==> config.mk <==
export PLATFORM = sky130hd
export DESIGN_NAME = fetch_sequencer
export DESIGN_NICKNAME = d
export VERILOG_FILES = /design/src/rtl/fetch_sequencer.sv
export SDC_FILE = /design/constraint.sdc
export NUM_CORES = 1
export LEC_CHECK = 0
export BUFFER_PORTS_ARGS = -buffer_cell sky130_fd_sc_hd__buf_2
export CAP_MARGIN = 20
export CORE_UTILIZATION = 25
export CTS_BUF_LIST = sky130_fd_sc_hd__clkbuf_16
export DETAILED_ROUTE_END_ITERATION = 10
export PLACE_DENSITY_LB_ADDON = 0.25
export SYNTH_ARGS = -nofsm -noshare
export SYNTH_HDL_FRONTEND = slang
export SYNTH_SLANG_ARGS = --single-unit
==> constraint.sdc <==
create_clock -name CLK -period 8.1 [get_ports CLK]
set_clock_uncertainty 0.2 [all_clocks]
set_input_delay 0 -clock CLK [delete_from_list [all_inputs] [get_ports CLK]]
set_output_delay 0 -clock CLK [all_outputs]
set_load 0.03 [all_outputs]
==> src/rtl/fetch_sequencer.sv <==
// fetch_sequencer: owns the program counter and sequences the instruction-fetch stage.
// It issues I-cache reads at pc and advances pc by 4 on each accepted ihit. It applies
// branch/jump redirects, including one that arrives while an I-cache miss is still
// outstanding. It freezes on a pipeline stall and parks fetch permanently on halt.
//
// Ports:
//   CLK            clock
//   nRST           synchronous active-low reset, sampled on rising CLK
//   ihit           I-cache returns a valid instruction for imemaddr this cycle
//   stall          hazard unit freezes IF (IF/ID must hold)
//   pc_cntrl       redirect request from branch resolution
//   final_memaddr  redirect target (bits [1:0] are forced to 00)
//   halt           halt detected in the pipeline
//   halt_mem       halt reached the memory stage
//   imemREN        instruction read enable
//   imemaddr       instruction fetch address (= pc)
//   if_valid       fetched instruction may be latched into IF/ID this cycle
//   next_memaddr   imemaddr + 4, for link/branch math downstream
//   halted         fetch permanently stopped
//   fetch_count    number of cycles with if_valid = 1
module fetch_sequencer #(
    parameter int unsigned       ADDR_W  = 32,
    parameter logic [ADDR_W-1:0] PC_INIT = '0
) (
    input  logic              CLK,
    input  logic              nRST,
    input  logic              ihit,
    input  logic              stall,
    input  logic              pc_cntrl,
    input  logic [ADDR_W-1:0] final_memaddr,
    input  logic              halt,
    input  logic              halt_mem,
    output logic              imemREN,
    output logic [ADDR_W-1:0] imemaddr,
    output logic              if_valid,
    output logic [ADDR_W-1:0] next_memaddr,
    output logic              halted,
    output logic [31:0]       fetch_count
);

    localparam int unsigned       CNT_W   = 32;
    localparam logic [ADDR_W-1:0] PC_STEP = ADDR_W'(4);

    typedef enum logic [1:0] {
        FETCH      = 2'b00,
        MISS_REDIR = 2'b01,
        HALT       = 2'b10
    } state_t;

    state_t             state, state_n;
    logic [ADDR_W-1:0]  pc, pc_n;
    logic [ADDR_W-1:0]  pend_addr, pend_addr_n;
    logic [CNT_W-1:0]   fetch_cnt_q, fetch_cnt_n;
    logic               halt_req;
    logic [ADDR_W-1:0]  redir_addr;

    assign halt_req     = halt | halt_mem;
    assign redir_addr   = {final_memaddr[ADDR_W-1:2], 2'b00};

    // Outputs derived directly from registered state
    assign imemaddr     = pc;
    assign next_memaddr = pc + PC_STEP;
    assign imemREN      = (state != HALT);
    assign halted       = (state == HALT);
    assign fetch_count  = fetch_cnt_q;

    // State and datapath registers
    always_ff @(posedge CLK) begin
        if (!nRST) begin
            state       <= FETCH;
            pc          <= PC_INIT;
            pend_addr   <= '0;
            fetch_cnt_q <= '0;
        end else begin
            state       <= state_n;
            pc          <= pc_n;
            pend_addr   <= pend_addr_n;
            fetch_cnt_q <= fetch_cnt_n;
        end
    end

    // Next-state, pc update and fetch-valid decision
    always_comb begin
        state_n     = state;
        pc_n        = pc;
        pend_addr_n = pend_addr;
        if_valid    = 1'b0;

        unique case (state)
            FETCH: begin
                if (halt_req) begin
                    state_n = HALT;
                end else if (pc_cntrl && ihit) begin
                    // Wrong-path instruction squashed; target fetched next cycle
                    pc_n = redir_addr;
                end else if (pc_cntrl) begin
                    // Keep the cache address stable until its fill completes
                    pend_addr_n = redir_addr;
                    state_n     = MISS_REDIR;
                end else if (ihit && !stall) begin
                    pc_n     = pc + PC_STEP;
                    if_valid = 1'b1;
                end
            end

            MISS_REDIR: begin
                if (halt_req) begin
                    state_n     = HALT;
                    pend_addr_n = '0;
                end else begin
                    if (pc_cntrl) begin
                        pend_addr_n = redir_addr;
                    end
                    if (ihit) begin
                        // A redirect arriving with the fill is the newest one
                        pc_n    = pc_cntrl ? redir_addr : pend_addr;
                        state_n = FETCH;
                    end
                end
            end

            HALT: begin
                state_n = HALT;
            end

            default: begin
                state_n = FETCH;
            end
        endcase

        fetch_cnt_n = fetch_cnt_q + CNT_W'(if_valid);
    end

endmodule

== Yosys cells after proc, flatten, opt, wreduce, memory -nomap -nowiden ==
Index checks and enable logic that the tools add are counted.

* Register bits after elaboration: 98
* Input port bits: 39
* Output and inout port bits: 99

* Add/sub/neg operators: 2
* Equality and inequality tests: 12
* Mux-type cells: 23
* Bitwise operators: 1
* Reduce and logical (&&, ||, !) cells: 8

{| class="wikitable"
|+ Operators by type and width
! kind !! number
|-
| 2-to-1 mux 32 bit || 10
|-
| one-hot mux 32 bit (2 select lines) || 2
|-
| adder 32 x 1 -> 32 bit || 1
|-
| adder 32 x 3 -> 32 bit (second input constant) || 1
|-
| inequality test 3 bit (second input constant) || 5
|-
| 2-to-1 mux 2 bit || 5
|-
| inequality test 2 bit (second input constant) || 5
|-
| one-hot mux 2 bit (3 select lines) || 1
|-
| AND reduction 3 bit || 2
|-
| AND reduction 6 bit || 1
|-
| 2-to-1 mux 1 bit || 5
|-
| == test 2 x 1 -> 1 bit (second input constant) || 1
|-
| == test 2 bit (second input constant) || 1
|-
| logical AND 1 bit || 2
|-
| zero test 2 bit || 1
|-
| nonzero test 2 bit || 1
|-
| zero test 1 bit || 1
|-
| bitwise OR 1 bit || 1
|}

== Depth between registers and ports, before layout ==
Gate-level depths: netlist (run 1).

* Word-level depth: 8
* Gate-level depth with buffers: 11
* Depth with buffers taken out: 10

== Worst setup path before layout (run 1) ==
Ideal clock, no wire load.

* Kind: register to register
* Start: register state[1]
* End: register fetch_cnt_q[28] (netlist: fetch_count[28])
* Setup time: 0.128 ns
* Data arrival time: 3.080 ns
* Data required time: 7.772 ns
* Path slack: 4.692 ns
* Cell stages (with the launch flop): 12
* Period minus slack after synthesis: 3.408 ns
* Path through: dfxtp_1 -> or4b_4 -> or4_4 -> inv_1 -> ha_1 -> ha_1 -> nand3_1 -> or2_2 -> clkbuf_1 -> nor4_1 -> xnor2_1 -> nor2_1

* Longest elaborated chain between the ends: 3

{| class="wikitable"
|+ Ends and longest elaborated chain
! element !! RTL line !! source
|-
| start: declaration || 50 || <nowiki>state_t state, state_n;</nowiki>
|-
| start signal: assignment || 75 || <nowiki>state <= state_n;</nowiki>
|-
| zero test 2 bit || 89 || <nowiki>unique case (state)</nowiki>
|-
| 2-to-1 mux 1 bit || 89 ||
|-
| net if_valid || 35 || <nowiki>output logic if_valid,</nowiki>
|-
| adder 32 x 1 -> 32 bit || 131 || <nowiki>fetch_cnt_n = fetch_cnt_q + CNT_W'(if_valid);</nowiki>
|-
| end signal: assignment || 78 || <nowiki>fetch_cnt_q <= fetch_cnt_n;</nowiki>
|-
| end: declaration || 53 || <nowiki>logic [CNT_W-1:0] fetch_cnt_q, fetch_cnt_n;</nowiki>
|}

The timed path passes the listed nets, and every way through them passes these cells.
A chain may end at the register's enable or synchronous reset.

== Worst setup path in the final report (run 1) ==
* Start: register state[1]
* End: register fetch_cnt_q[22] (netlist: fetch_count[22])

* Longest elaborated chain between the ends: 3

{| class="wikitable"
|+ Ends and longest elaborated chain
! element !! RTL line
|-
| zero test 2 bit || 89
|-
| 2-to-1 mux 1 bit || 89
|-
| adder 32 x 1 -> 32 bit || 131
|}

No other way between the ends.

==> run summary, run 1 <==
Max-slew headroom = 0.3051
largest net degree at the start of global routing = 45
die width = 145.8 µm
CP Data Arrival Time = 3.71 ns
final hold violations = 0
drt first pass iters = 5
full die area = 21260 µm²
top_reg_cell synth = dfxtp_1
H-tree levels = 3
critical path endpoint category = flip-flop
Tmin final = 3.688 ns
synthesized area = 5171 µm²
Lkg Pwr = 2.623 nW
hold_ws = 0.03660 ns
core footprint = 20230 µm²
Post-DP HPWL = 11970 µm
Critical Path Start Type = flip-flop
initial drt markers = 226
Placement Setup Slack = 4.444 ns
syn_nets = 700
clock sink count = 98
IO Pins = 138
layout cells sized above 1 = 0.2118
vias in the first global route = 4997
YS warnings = 0
Via density = 5.011
total number of vias = 5352
clock root cell = clkbuf_16
Post-CTS Resized = 0
unrepaired setup endpoints after global routing = false
# fillers = 2191
Mean Syn Cell Area = 7.859 µm²
first-pass GRT wire length = 28050 µm
CTS clk-pin slew, worst paths = 0.07 ns
met3 Use GR = 0.03417
TritonCTS Buffers = 9
final worst-path cycle share = 0.4553
Yosys cell types = 60
busiest grt layer = met2
utilization after layout = 0.3304
total grt overflow = 0
Non-Filler Instances = 1068
CP Max Fanout = 7
DRT antenna net count = 0
synthesized flop and latch total = 98
fin worst setup slack = 4.412 ns
drc violations = 0
dpl cells = 1017
met2 usage = 0.2856
PwrDens = 154.6 nW/µm²
CTS tree = built
Initial Utilization = 0.2556
Final nets = 835
ys async rst share = 0
cells after synthesis = 658
area grow syn2layout = 29.28%
Slew Limit Fails = 0
post-route setup TNS = 0 ns
Hold Path Class = in -> reg
Inserted Diodes = 0
outcome = finished, final reports clean
Avg WL per Cell = 16.81 µm
I/O Buffers = 135
Post-synth EDFFs = 0
GRT met1 Usage = 0.2191
initial antenna violation count = 0
CTS max path bufs = 2
worst endpoint required time = 8.12 ns
f_max = 0.2711 GHz
worst-margin pin slew = 1.042 ns
chip height = 145.8 µm
Clock Latency Late Sink = 0.35 ns
row count = 52
CP Class = reg -> reg
Final setup viols = 0
total wire length = 17950 µm
Max rail drop VDD = 0.08400 mV
register area share after synthesis = 0.3794
max-cap violations = 0
RePlAce Congestion = 0.7808
Total GRT Usage = 0.1704
[synth_stat cells (all sizes together), types with 11 or more instances]
| master | count | area [µm²] |
|---|---|---|
| nand4 | 24 | 156.4 |
| dfxtp | 98 | 1962 |
| nor3 | 13 | 70.07 |
| xor2 | 22 | 192.7 |
| nand2 | 101 | 379.1 |
| nand3 | 31 | 155.2 |
| a21oi | 58 | 290.3 |
| o21ai | 22 | 110.1 |
| nor4 | 11 | 68.82 |
| xnor2 | 32 | 280.3 |
| nor2 | 53 | 198.9 |
| clkbuf | 41 | 153.9 |
[flip-flops by register name, indices dropped and copies added, names as in the netlist]
register,cells
pend_addr,32
state,2
fetch_count,32
imemaddr,32
[placed cells by master, fill, tap and decap left out, drive strengths merged, types with 7 or more instances in the layout]
master and n:
and3 10, nor4 11, nand4 24, dlygate4sd3 35
dfxtp 98, nand3 31, nor2 53, buf 140
o211ai 7, clkbuf 9, nand2 101, xor2 22
inv 8, and4 7, xnor2 32, a21oi 58
a22oi 10, o21ai 22, a31oi 9, nor3 13
[cell families after synthesis]
family | count (synthesis) | synth area share
XOR/XNOR | 54 | 0.09146
AND/OR/NAND/NOR | 280 | 0.2671
flip-flops | 98 | 0.3794
AO/OA/AOI/OAI | 160 | 0.2006
buffers and inverters | 58 | 0.04428
multiplexers | 5 | 0.009920
adder cells (fa/ha/maj) | 3 | 0.007259
[per-stage QoR]
step	total power [mW]	instance area [µm²]
final	1.034	6685
after global routing	1.078	6685
after CTS	1.051	6685
after detailed placement	0.6039	6048
after global placement	0.6033	6048
after floorplan	0.5644	5171
[routing by layer]
layer  up-vias  routed length [µm]
met1      2531                8134
met3        15                 986
met4         0                 275
li1       2638                   -
met2       168                8557
met5         -                   0
[timing repair]
item	CTS	global route
endpoints found under the hold margin	62	0
hold buffers	35	0
buffers inserted	0	0
[path summary, 6_finish.rpt]
path,from,to,slack [ns],depth (start not counted)
worst max-delay path,state[1],fetch_count[22],4.41,10
worst min-delay path,pc_cntrl,imemaddr[4],0.04,3
worst min register to register,pend_addr[17],pend_addr[17],0.26,2
worst max register to register,state[1],fetch_count[22],4.41,10
[worst max-delay path: stages (launching register included)]
cell and delay, ns:
dfxtp_1 0.36, or4b_4 0.57, or4_4 0.47, inv_1 0.12, ha_1 0.20, ha_1 0.19
nand3_1 0.19, nor4_1 0.80, nor2b_1 0.26, xnor2_1 0.14, nor2_1 0.05
[power breakdown]
group,internal (mW),leakage [nW],switching (mW)
combinational,0.0403,1.68,0.0670
clock,0.236,0.148,0.192
sequential,0.488,0.791,0.00911
total,0.765,2.62,0.269
[cell type report]
class                      count  area [µm²]  area share
multi-input combinational    502        3009      0.4501
sequential                    98        1962      0.2935
timing repair buffer         175        1064      0.1591
tap                          270       337.8     0.05053
clock buffer                   9       225.2     0.03369
clock inverter                 7       61.31    0.009171
inverter                       7       26.28    0.003930
(Power assumes the default switching activity.)
==> run 2, diff against run 1 <==
==> constraint.sdc (replaced) <==
create_clock -name CLK -period 3.18 [get_ports CLK]
set_clock_uncertainty 0.2 [all_clocks]
set_input_delay 0 -clock CLK [delete_from_list [all_inputs] [get_ports CLK]]
set_output_delay 0 -clock CLK [all_outputs]
set_load 0.03 [all_outputs]
==> run summary, run 2 (same netlist as run 1, synthesis figures left out) <==
Hold Path End = imemaddr[30]
TritonCTS Buffers = 9
PwrDens = 387.3 nW/µm²
crit-path max cell delay = 0.53 ns
drt first pass iters = 6
Int Pwr = 2.036 mW
I/O Buffers = 135
f_max = 0.3224 GHz
initial drt markers = 291
Lkg Pwr = 2.766 nW
Tmin final = 3.102 ns
Initial Utilization = 0.2556
clock root cell = clkbuf_16
Sw Share = 0.2495
Critical Path, Cell by Cell = or4b_4 > or4_4 > clkinvlp_4 > ha_4 > nand4_1 > or2_4 > nor4b_2 > xnor2_1 > nor2_1
Inserted Diodes = 0
Non-Filler Instances = 1093
total number of vias = 5437
layout cells sized above 1 = 0.2527
max-cap violations = 0
commonest non-fill, non-tap cells in the layout = buf_2 (135), nand2_1 (101), dfxtp_1 (98)
worst-margin pin slew = 0.6989 ns
Reg-to-Reg End = fetch_count[27]
total wire length = 17810 µm
largest net degree at the start of global routing = 34
core footprint = 20230 µm²
unrepaired setup endpoints after global routing = true
CP Data Arrival Time = 3.13 ns
clock sink count = 98
Critical Path Start Type = flip-flop
most common cell after layout, fill and taps aside = buf_2
DRT antenna net count = 0
worst endpoint required time = 3.20 ns
Final nets = 861
CP Max Fanout = 5
Slowest cell on crit path = or4b_4
post-route setup TNS = 0 ns
power share of the combinational group = 0.105
IO Pins = 138
final hold violations = 0
CTS clk-pin slew, worst paths = 0.07 ns
final worst-path cycle share = 0.9755
full die area = 21260 µm²
FF+latch area = 1962 µm²
Post-DP HPWL = 12500 µm
CTS tree = built
utilization after layout = 0.3463
# fillers = 2177
critical path endpoint category = flip-flop
die width = 145.8 µm
H-tree levels = 3
WP buf/inv = 1
Clock Latency Late Sink = 0.35 ns
initial antenna violation count = 0
Slew Limit Fails = 0
Via density = 4.974
Worst R2R Path Depth = 9
Hold Path Class = in -> reg
r2r setup slk = 0.08 ns
Total GRT Usage = 0.1682
CTS max path bufs = 2
Post-DP Area = 6287 µm²
area taken by multi-input logic gates = 3110 µm²
Switch Pwr = 0.6770 mW
Avg WL per Cell = 16.29 µm
Reg power frac = 0.466
area grow syn2layout = 35.49%
hold path start = pc_cntrl
critical path's top delay family = simple AND/OR/NAND/NOR gates
chip height = 145.8 µm
reg2reg start = state[1]
drc violations = 0
RePlAce Congestion = 0.7860
Design Area, Final = 7007 µm²
total grt overflow = 0
Max-slew headroom = 0.5336
CP Class = reg -> reg
outcome = finished, final reports clean
Worst Hold Depth = 5
first-pass GRT wire length = 27950 µm
Max rail drop VDD = 0.2391 mV
row count = 52
Final setup viols = 0
Clock power frac = 0.429
dpl cells = 1040
vias in the first global route = 4980
## run 2: timing repair
action | CTS | global route
endpoints found under the setup margin | 3 | 11
buffers inserted | 1 | 2
hold buffers | 35 | 0
pin swaps | 0 | 4
gates resized for setup | 2 | 5
hold endpoints to repair | 65 | 0
## run 2: cell type report
type                       count  area share
sequential                    98      0.2800
timing repair buffer         201      0.1796
inverter                       7    0.004286
multi-input combinational    502      0.4439
clock inverter                 6     0.01179
clock buffer                   9     0.03214
tap                          270     0.04821
## run 2: layer usage
metal,vias up,routed length (µm),GRT usage
met5,-,0,0
met4,0,297,0.05105
met3,17,1014,0.03166
met2,189,8269,0.2696
met1,2540,8230,0.2278
li1,2691,-,-
## run 2: worst max-delay path by stage
stage / start / endpoint / slack [ns] / depth (start not counted)
detailed placement: state[1] / fetch_count[27] / -0.01 / 9
global route: state[1] / fetch_count[27] / -0.05 / 9
finish: state[1] / fetch_count[27] / 0.08 / 9
floorplan: state[1] / fetch_count[28] / -0.01 / 11
CTS: state[1] / fetch_count[29] / 0.002 / 9
global placement: state[1] / fetch_count[27] / 0.02 / 9
## run 2: metrics by stage
step                      setup WS, ns  power [mW]  hold WS (ns)
after floorplan               -0.01449       1.438      -0.06404
after global placement         0.01992       1.548       0.05601
after detailed placement     -0.009519       1.548       0.05976
after CTS                     0.002117       2.757      0.001715
after global routing          -0.05207       2.826       0.04940
final                          0.07779       2.713       0.01932
## run 2: worst register-to-register path, cell delays in order (launching register included)
cell	delay [ns]
dfxtp_1	0.31
or4b_4	0.53
or4_4	0.53
clkinvlp_4	0.12
ha_4	0.15
nand4_1	0.26
or2_4	0.37
nor4b_2	0.30
xnor2_1	0.15
nor2_1	0.05
## run 2: power by group through the flow
stage          Sequential, mW  Clock, mW  Combinational [mW]
5_1_grt                  1.27       1.25               0.311
3_5_place_dp             1.29          0               0.256
6_report                 1.26       1.16               0.286
3_3_place_gp             1.29          0               0.257
2_1_floorplan            1.30          0               0.134
4_1_cts                  1.26       1.20               0.289
